<file path="src/rtl/fft_frame_loader.sv">
// Ping-pong frame buffer that collects a stream of complex samples into full FFT frames.
// Optional build macro FFT_LOADER_PRESCALE_EN: store components arithmetically shifted right by POINT_FFT_POW2.
module fft_frame_loader #(
    parameter int POINT_FFT_POW2 = 4,
    parameter int FRAC_BITS      = 15,
    parameter int POINT_FFT      = 1 << POINT_FFT_POW2
) (
    input  logic                          clk_i,
    input  logic                          rst_ni,
    input  logic                          s_valid_i,
    output logic                          s_ready_o,
    input  logic signed [1:0][FRAC_BITS:0] s_data_i,
    input  logic                          s_last_i,
    output logic                          frame_valid_o,
    input  logic                          frame_ready_i,
    output logic signed [1:0][FRAC_BITS:0] frame_o [POINT_FFT],
    output logic                          err_o
);
    localparam logic [POINT_FFT_POW2-1:0] LAST_IDX = POINT_FFT_POW2'(POINT_FFT - 1);

    logic signed [1:0][FRAC_BITS:0] mem [2][POINT_FFT];
    logic signed [1:0][FRAC_BITS:0] wdata;

    logic [1:0]                full_q;
    logic                      wptr_q, rptr_q, run_q, err_q;
    logic [POINT_FFT_POW2-1:0] widx_q;

    logic       accept, consume, at_end, complete, store;
    logic [1:0] set_full, clr_full;

    // run_q keeps s_ready_o low through reset and rises on the first edge after release
    assign s_ready_o     = run_q & ~full_q[wptr_q];
    assign frame_valid_o = full_q[rptr_q];
    assign err_o         = err_q;

    assign accept   = s_valid_i & s_ready_o;
    assign consume  = frame_valid_o & frame_ready_i;
    assign at_end   = (widx_q == LAST_IDX);
    assign complete = accept & at_end;
    assign store    = accept & (at_end | ~s_last_i);

    // Completion targets the write bank, consumption the read bank; they never collide
    assign set_full = {complete & wptr_q, complete & ~wptr_q};
    assign clr_full = {consume & rptr_q, consume & ~rptr_q};

`ifdef FFT_LOADER_PRESCALE_EN
    for (genvar c = 0; c < 2; c++) begin : g_scale
        assign wdata[c] = $signed(s_data_i[c]) >>> POINT_FFT_POW2;
    end
`else
    assign wdata = s_data_i;
`endif

    always_ff @(posedge clk_i or negedge rst_ni) begin
        if (!rst_ni) begin
            full_q <= '0;
            wptr_q <= 1'b0;
            rptr_q <= 1'b0;
            widx_q <= '0;
            run_q  <= 1'b0;
            err_q  <= 1'b0;
        end else begin
            run_q  <= 1'b1;
            full_q <= (full_q | set_full) & ~clr_full;
            if (complete) wptr_q <= ~wptr_q;
            if (consume)  rptr_q <= ~rptr_q;
            // an early last discards the partial frame by rewinding the index
            if (accept)   widx_q <= (at_end | s_last_i) ? '0 : widx_q + POINT_FFT_POW2'(1);
            err_q <= accept & (at_end ? ~s_last_i : s_last_i);
        end
    end

    always_ff @(posedge clk_i) begin
        if (store) mem[wptr_q][widx_q] <= wdata;
    end

    for (genvar i = 0; i < POINT_FFT; i++) begin : g_out
        assign frame_o[i] = mem[rptr_q][i];
    end

endmodule

</file>
<file path="config.mk">
export PLATFORM = sky130hd
export DESIGN_NAME = fft_frame_loader
export DESIGN_NICKNAME = d
export VERILOG_FILES = /design/src/rtl/fft_frame_loader.sv
export SDC_FILE = /design/constraint.sdc
export NUM_CORES = 1
export LEC_CHECK = 0
export BUFFER_PORTS_ARGS = -buffer_cell sky130_fd_sc_hd__buf_2
export CORE_MARGIN = 8
export CORE_UTILIZATION = 61
export DETAILED_ROUTE_END_ITERATION = 16
export PLACE_DENSITY = 0.87
export SLEW_MARGIN = 20
export SYNTH_ARGS = -nofsm -noshare
export SYNTH_HDL_FRONTEND = slang
export SYNTH_SLANG_ARGS = --single-unit
</file>
<file path="constraint.sdc">
create_clock -name clk_i -period 11.1 [get_ports clk_i]
set_input_delay 1.11 -clock clk_i [delete_from_list [all_inputs] [get_ports clk_i]]
set_output_delay 1.11 -clock clk_i [all_outputs]
set_load 0.02 [all_outputs]
</file>
==> impl_metrics.toml <==
[global_route]
antenna_found_initial = 6
grt_max_degree = 150
grt_pass1_wl_um = 137000
grt-ovfl-total = 0
grt_pass1_vias = 20000
grt.total_usage_pct = 26.9

[timing]
hold_viol = 0
grt_setup_unrepaired = "no"
finalClockSkew_ps = 17.1
fin_crit_sh_pct = 49.9
tightest_slew_ps = 1140
fin_crit_ps = 5540
setup_viol = 0
max_freq_ghz = 0.180
slew_viol_final = 0
tns_ps = 0
relSlewSlack_pct = 24.2
hold_slack_ps = 329

[power_and_ir_drop]
p_sw_w = 0.00157
clock_power_share_pct = 41.6
seqPwrFrac_pct = 56.0
p_int_w = 0.00614
combPwrFrac_pct = 2.4
swShare_pct = 20.4
ir_drop_uv = 205
pwr_density_cell_nw_per_um2 = 171
power.leakage_nw = 15.5

[clocking]
cts_tree = "yes"
cts_max_level = 3
cts_root_buffer = "clkbuf_16"
clk_latency_ps = 650
cts.sink_count = 1034
cts_buffer_depth = 3
clk_pin_slew_worst_paths_ps = 60
postCtsSetupBuffers = 0
cts_hold_buf = 0
cts_made_buffers = 98
cts-resized-gates = 0

[placement]
port-buffer-count = 551
dp_hpwl_um = 57200
place_congestion = 0.815
post_dp_cell_area_um2 = 41900

[synthesis]
seq_area_frac_synth_pct = 81.2
ys_seq_elements = 1034
syn-cell-area_um2 = 38200
synthCells = 1694
syn_nets = 1737
ys_warn_count = 0
synth_cell_types = 30
syn_avg_cell_area_um2 = 22.5

[routing]
route.vias.total = 19300
drc = 0
dr.pass1.iters = 7
ant_nets = 0
avgViaCountPerCell = 5.98
drt_iter0_drc = 2286
wl_per_cell_um = 30.6
routed_wl_um = 98400

[setup_path]
end_kind = "output port"
crit_path_max_fanout = 149
cp.required_ps = 9990
crit_path_max_incr_delay_ps = 870
cp-start-kind = "flip-flop"
crit_path_frequent_cell = "buf_4"
critical_path_class = "flip-flop to output port"
worstPathCellList = "buf_4 -> buf_12 -> buf_4 -> mux2_2 -> buf_2"
critPathSlowestCell = "dfrtp_4"
arrival_ps = 4430

[status]
status = "finished, final reports clean"

[floorplan]
die-area_um2 = 70800
die_h_um = 266
start_util_pct = 61.7
die_w_um = 266
fp-row-count = 91
ioPinCount = 552
coreArea_um2 = 61800

[layout]
design_area_um2 = 45000
layout_commonest_cell = "edfxtp_1"
layout-drive-gt1-share_pct = 52.7
layout_common_cells = "edfxtp_1 (1024), buf_2 (551), mux2_2 (393)"
syn_to_final_growth_pct = 17.9
finalNetCount = 2343

[job]
maxCapViolCount = 0

[hold_path]
hold_path.class = "primary input to async pin"
==> cell type report <==
cell class | instances | area, µm²
clock buffer | 122 | 2620
sequential | 1034 | 31000
antenna | 5 | 12.5
timing repair buffer | 569 | 2920
fill | 3312 | 16800
multi-input combinational | 591 | 6940
inverter | 6 | 22.5
tap | 837 | 1050
clock inverter | 57 | 450
==> power by group through the flow <==
stage	sequential (W)	clock, W	combinational [W]
final	0.00431	0.00321	0.000185
after detailed placement	0.00440	0	0.000183
after global placement	0.00440	0	0.000174
after floorplan	0.00439	0	0.0000593
after global routing	0.00431	0.00338	0.000189
after CTS	0.00431	0.00323	0.000183
==> final timing paths <==
check | startpoint | end | slack, ps | cells after the start
max in group asynchronous | rst_ni | rptr_q | 10550 | 1
min in group clk_i | full_q[1] | rptr_q | 570 | 1
worst max-delay path | rptr_q | frame_o[385] | 5560 | 5
worst min-delay path | rst_ni | run_q | 330 | 1
worst max register to register | widx_q[3] | mem[0][130] | 8080 | 4
worst min register to register | full_q[1] | rptr_q | 570 | 1
==> worst max-delay path, delay by kind of cell, from the launching register on <==
kind | cells | cell delay (ps)
buf+inv | 4 | 2380
flops | 1 | 870
mux | 1 | 420
==> logic make-up (layout without fill, tap and decap cells) <==
group	after synthesis	in the layout	share of synthesized area (%)
buf+inv	69	754	1.14
xor+xnor	1	1	0.0229
compound gates	10	10	0.167
fa+ha+maj	6	6	0.197
other cells	1	6	0.00982
simple gates	58	58	0.888
flops	1034	1034	81.2
mux	515	515	16.4
==> stage by stage <==
step           power [W]  cells  worst slack [ps]  utilization [%]
5_1_grt          0.00788   3219              5290             72.8
2_1_floorplan    0.00445   1694              6760                -
3_5_place_dp     0.00458   3037              6140             67.8
6_report         0.00770   3221              5560             72.8
3_3_place_gp     0.00457   3037              6270             67.8
4_1_cts          0.00773   3216              5440             72.8
==> registers in the layout, summed over array words and instances, names as in the netlist <==
| name | flops |
|---|---|
| wptr_q | 1 |
| err_o | 1 |
| full_q | 2 |
| rptr_q | 1 |
| run_q | 1 |
| mem | 1024 |
| widx_q | 4 |
==> synthesized netlist by cell type <==
| master | n | area (µm²) |
|---|---|---|
| a21oi_1 | 1 | 5.00 |
| a31oi_1 | 1 | 6.26 |
| and2_1 | 3 | 18.8 |
| and3_1 | 2 | 12.5 |
| buf_2 | 43 | 215 |
| buf_4 | 1 | 7.51 |
| buf_6 | 16 | 180 |
| clkbuf_1 | 3 | 11.3 |
| conb_1 | 1 | 3.75 |
| dfrtp_1 | 10 | 250 |
| edfxtp_1 | 1024 | 30700 |
| ha_1 | 6 | 75.1 |
| inv_1 | 6 | 22.5 |
| mux2_2 | 393 | 4430 |
| mux2_4 | 120 | 1800 |
| mux2i_1 | 2 | 20.0 |
| nand2_1 | 4 | 15.0 |
| nand2b_1 | 2 | 12.5 |
| nand3_1 | 3 | 15.0 |
| nand3b_1 | 4 | 30.0 |
| nand4_1 | 1 | 6.26 |
| nand4b_2 | 1 | 15.0 |
| nand4b_4 | 3 | 71.3 |
| nor2_1 | 28 | 105 |
| nor3_1 | 5 | 25.0 |
| o211ai_1 | 2 | 15.0 |
| o21ai_0 | 4 | 20.0 |
| o2bb2ai_1 | 2 | 17.5 |
| or3_1 | 2 | 12.5 |
| xnor2_1 | 1 | 8.76 |
==> metal layers <==
metal	global-route usage [%]	vias to the layer above	part of all wire, %
met5	0	-	0
met4	13.4	0	4.7
met3	7.76	235	11
met2	44.3	1206	50
met1	32.7	9875	35
li1	-	7954	-
No activity file was read; power rests on OpenSTA's default activity.
